$ cat config.mk
export PLATFORM = sky130hd
export DESIGN_NAME = alu_operand_loader
export DESIGN_NICKNAME = d
export VERILOG_FILES = /design/src/rtl/alu_loader_pkg.sv /design/src/rtl/alu_operand_loader_btn_debounce.sv /design/src/rtl/alu_operand_loader.sv
export SDC_FILE = /design/constraint.sdc
export NUM_CORES = 1
export LEC_CHECK = 0
export CAP_MARGIN = 15
export CORE_ASPECT_RATIO = 0.5
export CORE_UTILIZATION = 45
export DETAILED_ROUTE_END_ITERATION = 8
export GPL_ROUTABILITY_DRIVEN = 0
export MAX_ROUTING_LAYER = met4
export PLACE_DENSITY = 0.61
export SLEW_MARGIN = 10
export SYNTH_ARGS = -nofsm -noshare
export SYNTH_HDL_FRONTEND = slang
export SYNTH_SLANG_ARGS = --single-unit
$ cat constraint.sdc
create_clock -name clk -period 3.6 [get_ports clk]
set_input_delay 0.72 -clock clk [delete_from_list [all_inputs] [get_ports clk]]
set_output_delay 0.72 -clock clk [all_outputs]
set_load 0.05 [all_outputs]
$ cat src/rtl/alu_loader_pkg.sv
// Shared definitions for the ALU operand loader.
// Holds the loader state encoding. The encoding is also what drives
// the stage LEDs, so the numeric values matter.
package alu_loader_pkg;

  localparam int STAGE_W = 2;

  typedef enum logic [STAGE_W-1:0] {
    LOAD_A = 2'd0,
    LOAD_B = 2'd1,
    LOAD_S = 2'd2,
    SHOW   = 2'd3
  } state_e;

endpackage

$ cat src/rtl/alu_operand_loader_btn_debounce.sv
// Push-button conditioner for the operand loader.
// Synchronizes the raw active-low button and debounces it. It emits a
// single-cycle press pulse when the debounced level goes from released
// to pressed.
// Ports:
//   clk    - system clock
//   rst_n  - asynchronous active-low reset
//   btn_n  - raw button, active-low, bouncy, asynchronous to clk
//   press  - one-cycle pulse per accepted press
module btn_debounce #(
  parameter int DEBOUNCE_CYCLES = 500000
) (
  input  logic clk,
  input  logic rst_n,
  input  logic btn_n,
  output logic press
);

  localparam int CNT_W = $clog2(DEBOUNCE_CYCLES + 1);
  localparam logic [CNT_W-1:0] CNT_MAX = CNT_W'(DEBOUNCE_CYCLES);

  logic             btn_s1_q, btn_s1_d;
  logic             btn_s2_q, btn_s2_d;
  logic             level_q, level_d;
  logic [CNT_W-1:0] cnt_q, cnt_d;
  logic [CNT_W-1:0] arm_cnt_q, arm_cnt_d;
  logic             armed_q, armed_d;
  logic [1:0]       prime_q, prime_d;
  logic             press_q, press_d;
  logic [CNT_W-1:0] cnt_inc;
  logic [CNT_W-1:0] arm_cnt_inc;

  assign cnt_inc     = cnt_q + CNT_W'(1);
  assign arm_cnt_inc = arm_cnt_q + CNT_W'(1);

  always_comb begin
    btn_s1_d  = btn_n;
    btn_s2_d  = btn_s1_q;
    prime_d   = {prime_q[0], 1'b1};
    level_d   = level_q;
    cnt_d     = '0;
    armed_d   = armed_q;
    arm_cnt_d = '0;

    // Level debounce: count consecutive cycles that disagree with the
    // accepted level; any agreeing cycle restarts the count.
    if (btn_s2_q != level_q) begin
      if (cnt_inc == CNT_MAX) begin
        level_d = btn_s2_q;
      end else begin
        cnt_d = cnt_inc;
      end
    end

    // After reset, presses are ignored until the button has been seen
    // released for a full debounce window. prime_q masks the cycles where
    // the synchronizer still holds its reset value instead of the pin.
    // This keeps a button held through reset from counting as a press.
    if (!armed_q && prime_q[1] && btn_s2_q) begin
      if (arm_cnt_inc == CNT_MAX) begin
        armed_d = 1'b1;
      end else begin
        arm_cnt_d = arm_cnt_inc;
      end
    end

    press_d = armed_q & level_q & ~level_d;
  end

  always_ff @(posedge clk or negedge rst_n) begin
    if (!rst_n) begin
      btn_s1_q  <= 1'b1;
      btn_s2_q  <= 1'b1;
      level_q   <= 1'b1;
      cnt_q     <= '0;
      arm_cnt_q <= '0;
      armed_q   <= 1'b0;
      prime_q   <= 2'b00;
      press_q   <= 1'b0;
    end else begin
      btn_s1_q  <= btn_s1_d;
      btn_s2_q  <= btn_s2_d;
      level_q   <= level_d;
      cnt_q     <= cnt_d;
      arm_cnt_q <= arm_cnt_d;
      armed_q   <= armed_d;
      prime_q   <= prime_d;
      press_q   <= press_d;
    end
  end

  assign press = press_q;

endmodule

$ cat src/rtl/alu_operand_loader.sv
// ALU operand loader.
// Uses one shared switch bank and one push-button to load three
// registered operands (A, B, select). Each debounced press steps the
// loader through LOAD_A -> LOAD_B -> LOAD_S -> SHOW -> LOAD_A.
// Ports:
//   clk       - system clock
//   rst_n     - asynchronous active-low reset
//   sw        - raw slide switches, asynchronous to clk
//   btn_n     - raw push-button, active-low
//   a_q       - operand A
//   b_q       - operand B
//   s_q       - ALU select
//   op_valid  - high while in SHOW
//   load_done - one-cycle pulse on entry to SHOW
//   stage     - current state encoding for LEDs
module alu_operand_loader
  import alu_loader_pkg::*;
#(
  parameter int WIDTH           = 3,
  parameter int DEBOUNCE_CYCLES = 500000
) (
  input  logic               clk,
  input  logic               rst_n,
  input  logic [WIDTH-1:0]   sw,
  input  logic               btn_n,
  output logic [WIDTH-1:0]   a_q,
  output logic [WIDTH-1:0]   b_q,
  output logic [WIDTH-1:0]   s_q,
  output logic               op_valid,
  output logic               load_done,
  output logic [STAGE_W-1:0] stage
);

  logic             press;
  logic [WIDTH-1:0] sw_s1_q, sw_s2_q;
  state_e           state_q, state_d;
  logic [WIDTH-1:0] a_d, b_d, s_d;
  logic             op_valid_q, op_valid_d;
  logic             load_done_q, load_done_d;

  btn_debounce #(
    .DEBOUNCE_CYCLES(DEBOUNCE_CYCLES)
  ) u_btn_debounce (
    .clk   (clk),
    .rst_n (rst_n),
    .btn_n (btn_n),
    .press (press)
  );

  // The switches are captured only from the synchronized copy.
  always_ff @(posedge clk or negedge rst_n) begin
    if (!rst_n) begin
      sw_s1_q <= '0;
      sw_s2_q <= '0;
    end else begin
      sw_s1_q <= sw;
      sw_s2_q <= sw_s1_q;
    end
  end

  always_comb begin
    state_d = state_q;
    a_d     = a_q;
    b_d     = b_q;
    s_d     = s_q;
    if (press) begin
      case (state_q)
        LOAD_A: begin
          a_d     = sw_s2_q;
          state_d = LOAD_B;
        end
        LOAD_B: begin
          b_d     = sw_s2_q;
          state_d = LOAD_S;
        end
        LOAD_S: begin
          s_d     = sw_s2_q;
          state_d = SHOW;
        end
        SHOW:    state_d = LOAD_A;
        default: state_d = LOAD_A;
      endcase
    end
    // Flags are computed from the next state so they change on the same
    // edge as the state register.
    op_valid_d  = (state_d == SHOW);
    load_done_d = press && (state_q == LOAD_S);
  end

  always_ff @(posedge clk or negedge rst_n) begin
    if (!rst_n) begin
      state_q     <= LOAD_A;
      a_q         <= '0;
      b_q         <= '0;
      s_q         <= '0;
      op_valid_q  <= 1'b0;
      load_done_q <= 1'b0;
    end else begin
      state_q     <= state_d;
      a_q         <= a_d;
      b_q         <= b_d;
      s_q         <= s_d;
      op_valid_q  <= op_valid_d;
      load_done_q <= load_done_d;
    end
  end

  assign op_valid  = op_valid_q;
  assign load_done = load_done_q;
  assign stage     = state_q;

endmodule

==> results.md <==
* Detailed router's first-iteration violation count at ~150
* Worst r2r src: u_btn_debounce.cnt_q[2]
* Finished Cell Area at approximately 0.0038 mm²
* Capturing point of the worst reg2reg path: u_btn_debounce.cnt_q[2]
* Final non-filler cell total at 413
* Tcrit/Tclk final at 0.731
* Outcome: finished clean
* Die area at 0.00746 mm²
* Area post-placement at ~0.0035 mm²
* Vias in the first global route at 2101
* Setup crit start kind: register
* Clock buffer count from CTS at 9
* Avg Inst Size Synth at about 11 µm²
* # IOs at 19
* Seq/Total Area, Yosys at 0.503
* Critical Path RT at 3.77 ns
* Max-cap violations at 0
* Total grt overflow at 0
* Total wire length at 6110 µm
* Ant diodes at 0
* Post-DR vias/cell at roughly 5.4
* Final hold violation count at 0
* Leakage at roughly 1.6 nW
* Final Util at 0.554
* Layout area overhead at 17.7%
* IO Port Bufs at 18
* Unrepaired setup endpoints after global routing: false
* Sink Count at 64
* Drt pass-1 iters at 5
* CTS root buf: clkbuf_16
* Drt wl/cell at roughly 15 µm
* YS warnings at 0
* Antenna Nets Post-Route at 0
* FF-to-FF setup slack at 0.97 ns
* Ranking of synthesized cells by area: dfrtp_1, xnor2_1, nor2_1, xor2_1, mux2_2
* Register bit total from synthesis at 64
* # Post-CTS Setup Buffers at 0
* Global-route wire length before repair at around 10000 µm
* Final net count at between 300 and 400
* Row count at 21
* Fraction of layout cells with a size suffix above 1 at 0.143
* Die Width at 121 µm
* Core area at between 0.006 and 0.007 mm²
* Setup TNS Final at 0 ns
* Hpwl dp at roughly 4200 µm
* H-tree Lvls at 3
* Critical-path maximum fanout at 14
* Crit end category: register
* Gr usage total at 0.187
* Top cell type's share of synthesized area at 0.478
* DRC Markers at 0
* Dpl cells at approximately 400
* Vias at about 2200
* Reg2reg path depth at 6
* Fill count at ~600
* Power Total at about 1.7 mW
* Min Tclk post-route at approximately 2.6 ns
* Fmax at between 0.3 and 0.4 GHz
* Max Slew Vio Count at 0
* TritonCTS clock tree: yes
* Worst vdd ir at about 0.00028 V
* Hold_buf cts at 0
* Die span in y at slightly above 60 µm
* Final count of negative-setup-slack endpoints at 0
* Largest net degree at the start of global routing at 34
* Post_cts resized at 0
* Worst setup path class: register to register
* Worst Setup SP: u_btn_debounce.cnt_q[2]
* Hold WC Path Type: input pin to async pin
* Top FF cell, synth: dfrtp_1
* Max-Slew Margin vs Limit at 0.475
* Starting density of the core at 0.471
* Netlist Area Pre-Place at around 0.0032 mm²
* EDFF count, synth at 0
* Worst-Margin Slew at 0.785 ns
* Synth unique cells at 53
* Initial antenna violation count at 0
* Clk_lat worst skew at between 0.3 and 0.4 ns
* Largest area contributor in the netlist: dfrtp_1
* Worst setup path end: u_btn_debounce.cnt_q[2]
* Async SR Flop Fraction at 1.00
* CTS clock-pin slew for the worst setup and hold paths at about 0.05 ns
* Syn nets at 307
* Clk_skew at ~0.0037 ns
* Crit path DAT at between 2 and 3 ns
* Deepest clock path buffer count at 2
* Power per cell area at between 400 and 500 mW/mm²
* Mapped Cells at between 200 and 300
-- cells in the mapped netlist (2+ instances only) --
| cell type | number |
|---|---|
| a21oi_1 | 2 |
| a31oi_1 | 2 |
| and2_1 | 8 |
| and3_1 | 3 |
| and4_1 | 4 |
| and4_2 | 2 |
| buf_2 | 5 |
| clkbuf_1 | 4 |
| dfrtp_1 | 61 |
| dfstp_2 | 3 |
| ha_1 | 6 |
| inv_1 | 6 |
| mux2_2 | 10 |
| mux2i_1 | 4 |
| nand2_1 | 16 |
| nand2_2 | 2 |
| nand2b_1 | 2 |
| nand3_1 | 12 |
| nand4_1 | 14 |
| nand4b_1 | 2 |
| nor2_1 | 35 |
| nor2b_1 | 3 |
| nor3_1 | 13 |
| nor3b_1 | 4 |
| nor4_1 | 4 |
| nor4b_1 | 2 |
| o21ai_0 | 6 |
| or3_1 | 3 |
| xnor2_1 | 20 |
| xor2_1 | 14 |
-- sequential cells by signal (all words and copies together) (netlist names), 2 cells and up --
signal / cells
sw_s1_q: 3
stage: 2
s_q: 3
u_btn_debounce.cnt_q: 19
sw_s2_q: 3
a_q: 3
u_btn_debounce.prime_q: 2
u_btn_debounce.arm_cnt_q: 19
b_q: 3
-- area by class of cell --
cell class              count  area (µm²)  share of cell area
flip-flops and latches     64        1610               0.427
multi-input cells         215        1520               0.404
clock buffers              11         253              0.0672
repair buffers             20         190              0.0506
well taps                  92         115              0.0306
clock inverters             5        55.1              0.0146
inverters                   6        22.5             0.00599
-- placed cells by master, fill, tap and decap left out, drive strengths merged, types with 3 or more instances in the layout --
cell type | synthesis | routed
and3 | 4 | 4
nor3 | 13 | 13
or3 | 3 | 3
xnor2 | 20 | 20
dfstp | 3 | 3
inv | 6 | 6
ha | 6 | 6
mux2i | 4 | 4
nor4 | 5 | 5
o21ai | 6 | 6
nor4b | 3 | 3
and2 | 8 | 8
nand2 | 18 | 18
nor3b | 4 | 4
nor2b | 3 | 3
dfrtp | 61 | 61
mux2 | 10 | 10
nand3 | 13 | 13
buf | 6 | 3
xor2 | 14 | 14
and4 | 6 | 6
clkbuf | 4 | 11
nand4 | 14 | 14
nor2 | 35 | 35
clkdlybuf4s50 | 0 | 17
-- cells by family (layout without fill, tap and decap cells) --
logic type / count (synthesis) / count (layout) / synth area share
simple gates: 138 / 138 / 0.250
flops: 64 / 64 / 0.503
xor+xnor: 34 / 34 / 0.0933
compound gates: 22 / 22 / 0.0596
buf+inv: 16 / 42 / 0.0219
mux: 14 / 14 / 0.0478
fa+ha+maj: 6 / 6 / 0.0235
other cells: 1 / 1 / 0.00117
-- power breakdown --
group          switching, mW  total [mW]  internal [mW]
Combinational         0.0274      0.0393         0.0119
Clock                  0.303       0.873          0.570
Sequential           0.00810       0.739          0.731
-- worst max-delay path, cell delays in order (launching register included) --
cell,delay [ns]
dfrtp_1,0.46
and4_1,0.40
nand3_1,0.25
xor2_1,0.27
nand4_1,0.20
o41ai_4,0.78
nor2_1,0.12
-- per-stage QoR --
| step | setup WS [ns] | hold slack [ns] |
|---|---|---|
| after global routing | 0.726 | 0.271 |
| after floorplan | 1.36 | 0.331 |
| after detailed placement | 0.979 | 0.336 |
| after global placement | 1.08 | 0.333 |
| after CTS | 0.950 | 0.263 |
| final | 0.968 | 0.259 |
-- how the worst min path moves through the flow --
stage | end | depth (start not counted) | startpoint
global placement | sw_s2_q[0] | 0 | sw_s1_q[0]
global route | u_btn_debounce.cnt_q[2] | 1 | rst_n
floorplan | sw_s2_q[0] | 0 | sw_s1_q[0]
CTS | u_btn_debounce.cnt_q[4] | 1 | rst_n
finish | u_btn_debounce.cnt_q[4] | 1 | rst_n
detailed placement | sw_s2_q[0] | 0 | sw_s1_q[0]
-- per-layer routing --
metal	GRT usage	vias to the layer above	part of all wire
li1	-	1093	-
met1	0.226	1108	0.49
met2	0.300	27	0.47
met3	0.0639	8	0.034
met4	0.0582	0	0.0093
met5	-	-	0
No activity file was read; power rests on OpenSTA's default activity.
